[src/rtl/xy_input_buffer_if.sv]
// Handshake bundle between an upstream packet source, the XY input buffer and the switch input.
// The buffer itself uses the slave modport; whoever feeds and drains it uses master.
interface xy_input_buffer_if #(
    parameter int PACKET_W = 16,
    parameter int CNT_W    = 3
);
    logic                pckt_vld_i;
    logic [PACKET_W-1:0] pckt_i;
    logic                pckt_rdy_o;
    logic                pckt_vld_o;
    logic [PACKET_W-1:0] pckt_o;
    logic                pckt_rd_i;
    logic [CNT_W-1:0]    count_o;

    modport slave (
        input  pckt_vld_i, pckt_i, pckt_rd_i,
        output pckt_rdy_o, pckt_vld_o, pckt_o, count_o
    );

    modport master (
        output pckt_vld_i, pckt_i, pckt_rd_i,
        input  pckt_rdy_o, pckt_vld_o, pckt_o, count_o
    );
endinterface

[src/rtl/xy_input_buffer.sv]
// First-word fall-through packet FIFO in front of one XY switch input port.
// Optional saturating drop counter enabled by defining XY_INPUT_BUFFER_DROP_CNT_EN.
module xy_input_buffer #(
    parameter int PACKET_W = 16,
    parameter int DEPTH    = 4,
    parameter int CNT_W    = 3
) (
    input  logic              clk_i,
    input  logic              rst_i,
`ifdef XY_INPUT_BUFFER_DROP_CNT_EN
    output logic [7:0]        drop_cnt_o,
`endif
    xy_input_buffer_if.slave  bus
);
    localparam int               PTR_W    = $clog2(DEPTH);
    localparam logic [CNT_W-1:0] FULL_CNT = CNT_W'(DEPTH);

    logic [PACKET_W-1:0] mem_q [DEPTH];
    logic [PTR_W-1:0]    wrPtr_q, wrPtr_d;
    logic [PTR_W-1:0]    rdPtr_q, rdPtr_d;
    logic [CNT_W-1:0]    count_q, count_d;
    logic                full, empty, wrEn, rdEn;

    // Ready depends only on stored occupancy, so a pop never frees a slot in the same cycle.
    assign full  = (count_q == FULL_CNT);
    assign empty = (count_q == '0);
    assign wrEn  = bus.pckt_vld_i & ~full  & ~rst_i;
    assign rdEn  = bus.pckt_rd_i  & ~empty & ~rst_i;

    always_comb begin
        wrPtr_d = wrPtr_q;
        rdPtr_d = rdPtr_q;
        count_d = count_q;
        if (wrEn) wrPtr_d = wrPtr_q + PTR_W'(1);
        if (rdEn) rdPtr_d = rdPtr_q + PTR_W'(1);
        case ({wrEn, rdEn})
            2'b10:   count_d = count_q + CNT_W'(1);
            2'b01:   count_d = count_q - CNT_W'(1);
            default: count_d = count_q;
        endcase
        if (rst_i) begin
            wrPtr_d = '0;
            rdPtr_d = '0;
            count_d = '0;
        end
    end

    always_ff @(posedge clk_i) begin
        wrPtr_q <= wrPtr_d;
        rdPtr_q <= rdPtr_d;
        count_q <= count_d;
    end

    // Storage is deliberately left out of reset; the pointers alone define what is valid.
    always_ff @(posedge clk_i) begin
        if (wrEn) mem_q[wrPtr_q] <= bus.pckt_i;
    end

    assign bus.pckt_rdy_o = ~full;
    assign bus.pckt_vld_o = ~empty;
    assign bus.pckt_o     = mem_q[rdPtr_q];
    assign bus.count_o    = count_q;

`ifdef XY_INPUT_BUFFER_DROP_CNT_EN
    logic [7:0] dropCnt_q, dropCnt_d;

    always_comb begin
        dropCnt_d = dropCnt_q;
        if (bus.pckt_vld_i && full && (dropCnt_q != 8'hFF)) dropCnt_d = dropCnt_q + 8'd1;
        if (rst_i) dropCnt_d = '0;
    end

    always_ff @(posedge clk_i) begin
        dropCnt_q <= dropCnt_d;
    end

    assign drop_cnt_o = dropCnt_q;
`else
    // Without the counter, offers made while full are simply never accepted.
`endif
endmodule

[src/flat_wrapper.sv]
// flat-port wrapper written by rule: the top's interface ports become plain ports
module xy_input_buffer_flat 
#(
    parameter int PACKET_W = 16,
    parameter int DEPTH    = 4,
    parameter int CNT_W    = 3
)
  (clk_i, rst_i, bus_pckt_vld_i, bus_pckt_i, bus_pckt_rd_i, bus_pckt_rdy_o, bus_pckt_vld_o, bus_pckt_o, bus_count_o);
  xy_input_buffer_if #(.PACKET_W(PACKET_W), .CNT_W(CNT_W)) bus_i ();
  input  logic clk_i;
  input  logic rst_i;
  input wire logic [$bits(bus_i.pckt_vld_i)-1:0] bus_pckt_vld_i;
  input wire logic [$bits(bus_i.pckt_i)-1:0] bus_pckt_i;
  input wire logic [$bits(bus_i.pckt_rd_i)-1:0] bus_pckt_rd_i;
  output wire logic [$bits(bus_i.pckt_rdy_o)-1:0] bus_pckt_rdy_o;
  output wire logic [$bits(bus_i.pckt_vld_o)-1:0] bus_pckt_vld_o;
  output wire logic [$bits(bus_i.pckt_o)-1:0] bus_pckt_o;
  output wire logic [$bits(bus_i.count_o)-1:0] bus_count_o;
  assign bus_i.pckt_vld_i = bus_pckt_vld_i;
  assign bus_i.pckt_i = bus_pckt_i;
  assign bus_i.pckt_rd_i = bus_pckt_rd_i;
  assign bus_pckt_rdy_o = bus_i.pckt_rdy_o;
  assign bus_pckt_vld_o = bus_i.pckt_vld_o;
  assign bus_pckt_o = bus_i.pckt_o;
  assign bus_count_o = bus_i.count_o;
  xy_input_buffer #(.PACKET_W(PACKET_W), .DEPTH(DEPTH), .CNT_W(CNT_W)) u_core (.clk_i(clk_i), .rst_i(rst_i), .bus(bus_i));
endmodule
[config.mk]
export PLATFORM = sky130hd
export DESIGN_NAME = xy_input_buffer_flat
export DESIGN_NICKNAME = d
export VERILOG_FILES = /design/src/rtl/xy_input_buffer_if.sv /design/src/rtl/xy_input_buffer.sv /design/src/flat_wrapper.sv
export SDC_FILE = /design/constraint.sdc
export NUM_CORES = 1
export LEC_CHECK = 0
export BUFFER_PORTS_ARGS = -buffer_cell sky130_fd_sc_hd__clkbuf_2
export CAP_MARGIN = 25
export CORE_MARGIN = 3
export CORE_UTILIZATION = 60
export DETAILED_ROUTE_END_ITERATION = 6
export PLACE_DENSITY = 0.92
export RECOVER_POWER = 50
export SLEW_MARGIN = 20
export SYNTH_ARGS = -nofsm -noshare
export SYNTH_HDL_FRONTEND = slang
export SYNTH_SLANG_ARGS = --single-unit
[constraint.sdc]
create_clock -name clk_i -period 5.4 [get_ports clk_i]
set_input_delay 1.08 -clock clk_i [delete_from_list [all_inputs] [get_ports clk_i]]
set_output_delay 1.08 -clock clk_i [all_outputs]
set_load 0.1 [all_outputs]
==> impl.org <==
** Detailed routing
- WL final :: 4.62 mm
- In the routed design, unresolved DRC markers number 0.
- Summing over every cut layer, the via total after detailed routing is 1386.
- Iteration count of the initial detailed-routing pass :: 4
- After the first detailed-routing iteration, the DRC count stood at 121.
- Detail-routed via count per cell :: 5.73
- Once detail routing completed, the nets flagged for antenna violations numbered 0.
- Routed length per placed instance :: 19.1 microns

** Clock tree
- The clock passes through at most 2 buffers.
- Hold-fix buffer count after cts :: 0
- Insertion delay of the later-clocked pin in the worst-skew pair :: 330 ps
- Buffers inserted during clock tree synthesis total 9.
- CTS tree :: done
- Num Clock Sinks :: 73
- In this run, post-CTS repair resized a total of 0 instances.
- After clock tree synthesis, the clock-pin slew on the worst setup and hold paths is 80 ps.
- Post-CTS Setup Inserts :: 0
- The tree is rooted in a sky130_fd_sc_hd__clkbuf_8.
- The clock tree synthesis step divided the H-tree into 3 levels.

** Timing
- Final-report max-slew violation count :: 0
- Unrepaired setup endpoints after global routing :: false
- Highest attainable clock frequency :: 315 MHz
- Hold is met by 555 ps.
- Measured against its own limit, the worst slew margin works out to 22.5%.
- Sum Neg Setup Slack :: 0 ps
- Hold Vio Cnt, Final :: 0
- Final Critical Period :: 3180 ps
- Number of failing setup endpoints in the final timing report :: 0
- Fin crit share :: 58.9%
- At the pin with the least slew margin, the transition time is 1160 ps.
- Setup ws final :: 2220 ps
- Final setup skew :: 7.47 ps

** Power and ir drop
- Seq pwr share :: 45.9%
- In this run the power density over the cells is 431 nW/um^2.
- Worst IR drop on VDD :: 0.320 mV
- Combinational logic is responsible for 18.4% of the overall power.
- Internal Pwr Total :: 0.994 mW
- Power dissipated by switching net loads :: 0.415 mW
- Static Leak :: 1.10 nW
- Clock network fraction of design power :: 35.7%
- Power comes to 1.41 mW.
- Share of total power consumed by net switching :: 29.5%

** Worst hold path
- The worst hold path begins at u_core.wrPtr_q[0].
- Hold Crit Endpoint :: u_core.wrPtr_q[0]
- The worst hold path passes through 2 cells.
- The path class of the tightest hold or removal check is reg -> reg.

** Placed design
- Routability-driven placement congestion ratio :: 0.692
- Post-detailed-placement cell area :: 3040 sq um
- Port buffering added 40 buffers.
- At the placement stage, the worst setup path has a slack of 2270 ps.
- DP HPWL :: 3.01 mm

** Run
- Max-capacitance violation count :: 0

** GRT
- The initial antenna violation count was 0.
- The number of global-route vias before repair was 1471.
- Entering global routing, the biggest net connects 17 pins.
- The first global-routing pass estimated 7.21 mm of wire.
- Remaining global-route overflow :: 0
- Total global routing track utilization :: 18.9%

** Critical path
- At the worst endpoint, the arrival time is 2100 ps.
- Cell depth of the worst flop-to-flop path :: 9
- Endpoint class of the critical path :: primary output
- Crit-path max FO :: 11
- In this run the critical register-to-register path is launched from u_core.bus.count_o[2].
- Critical Path Source Type :: register
- Data required time at the worst endpoint :: 4320 ps
- The worst register-to-register path ends at u_core.bus.count_o[2].
- The worst register-to-register path has a setup slack of 2960 ps.
- Worst setup path class :: reg -> out

** Logic synthesis
- A synthesized cell averages 20.4 sq um.
- Yosys Warn Count :: 0
- Post-synthesis instance area :: 2820 sq um
- Yosys mapped a number of flops with a built-in enable equal to 64.
- Share of flip-flops with an asynchronous set or reset :: 0%
- Sequential fraction of the synthesis area :: 74.7%
- The most used flip-flop cell after synthesis is sky130_fd_sc_hd__edfxtp_1.
- Number of register bits inferred by synthesis :: 73
- In this run, distinct cell masters in the synthesized netlist total 22.
- Synthesis produced 138 cells.
- Synthesized Nets :: 164

** Die
- Area of the placeable core :: 4440 sq um
- The die is 74.5 microns wide.
- The initial utilization of the core area, before any placement, comes to 63.3%.
- Chip Height :: 74.5 microns
- Number of top-level design ports :: 41
- After floorplanning, the core was divided into 24 placement rows.
- The die covers 5550 sq um.

** Cells and area
- Most common cell after layout, fill and taps aside :: sky130_fd_sc_hd__edfxtp_1
- With fillers left out, the area of the finished cells amounts to 3270 sq um.
- Post-layout net count :: 211
- Compared with the post-synthesis result, the final layout area differs by 16.0%.
- Ant. Diodes :: 0
- Of the cells placed in the final design, the portion with a size suffix greater than 1 is 24.2%.
- Commonest cells after routing, fill and taps aside :: 64 x sky130_fd_sc_hd__edfxtp_1, 21 x sky130_fd_sc_hd__clkbuf_1, 19 x sky130_fd_sc_hd__clkbuf_2

** Outcome
- Status :: complete, no violations
==> power by group through the flow <==
stage                     Sequential [mW]  Combinational (mW)  Clock (mW)
after floorplan                     0.668               0.215           0
after global placement              0.663               0.247           0
after detailed placement            0.666               0.253           0
after CTS                           0.653               0.254       0.508
after global routing                0.649               0.271       0.529
final                               0.647               0.259       0.503
==> worst max-delay path, stage by stage (launching register included) <==
cell	delay, ps
sky130_fd_sc_hd__dfxtp_1	590
sky130_fd_sc_hd__buf_8	230
sky130_fd_sc_hd__mux4_1	560
sky130_fd_sc_hd__clkbuf_2	390
==> layer usage <==
layer,GRT usage (%),vias to the layer above,share of wire [%]
met5,0,-,0
met4,8.30,0,1.9
met3,6.76,10,5.1
met2,31.9,37,52
met1,21.9,692,41
li1,-,647,-
==> layout make-up <==
| class | instances | area, sq um |
|---|---|---|
| Timing Repair Buffer | 41 | 189 |
| Fill cell | 276 | 1180 |
| Inverter | 8 | 30.0 |
| Tap cell | 52 | 65.1 |
| Clock inverter | 7 | 119 |
| Sequential cell | 73 | 2100 |
| Clock buffer | 9 | 124 |
| Multi-Input combinational cell | 52 | 638 |
==> logic make-up after synthesis <==
group                    synth area share (%)
AND/OR/NAND/NOR                          3.07
buffers and inverters                    2.67
flip-flops                               74.7
XOR/XNOR                                 1.24
multiplexers                             13.6
adder cells (fa/ha/maj)                  2.93
AO/OA/AOI/OAI                            1.82
==> synthesized netlist by cell type (2+ instances only) <==
cell / n / area [sq um]
sky130_fd_sc_hd__a21oi_1: 4 / 20.0
sky130_fd_sc_hd__inv_1: 8 / 30.0
sky130_fd_sc_hd__edfxtp_1: 64 / 1920
sky130_fd_sc_hd__o21ai_0: 3 / 15.0
sky130_fd_sc_hd__nand3_1: 2 / 10.0
sky130_fd_sc_hd__mux4_2: 10 / 225
sky130_fd_sc_hd__mux4_1: 6 / 158
sky130_fd_sc_hd__buf_2: 2 / 10.0
sky130_fd_sc_hd__or3_1: 2 / 12.5
sky130_fd_sc_hd__ha_1: 5 / 62.6
sky130_fd_sc_hd__xor2_1: 4 / 35.0
sky130_fd_sc_hd__dfxtp_1: 9 / 180
sky130_fd_sc_hd__and2_1: 4 / 25.0
sky130_fd_sc_hd__nor2_1: 7 / 26.3
==> stage by stage <==
step | util, % | std cells
after floorplan | - | 138
after global placement | 68.3 | 225
after detailed placement | 68.3 | 225
after CTS | 73.8 | 241
after global routing | 73.5 | 242
final | 73.5 | 242
==> sequential cells by signal (all words and copies together), names as in the netlist, named ones only <==
name	cells
u_core.wrPtr_q	2
u_core.rdPtr_q	2
u_core.mem_q	64
u_core.bus.count_o	3
==> worst max path at each step <==
stage | from | to | slack (ps) | cells past startpoint
final | register | bus_pckt_o[3] | 2220 | 3
after global routing | register | bus_pckt_o[3] | 2100 | 3
after CTS | register | bus_pckt_o[3] | 1890 | 2
after detailed placement | register | bus_pckt_o[3] | 2270 | 2
after global placement | register | bus_pckt_o[2] | 2300 | 2
after floorplan | u_core.bus.count_o[0] | bus_pckt_rdy_o | 2430 | 2
No activity file was read; power rests on OpenSTA's default activity.
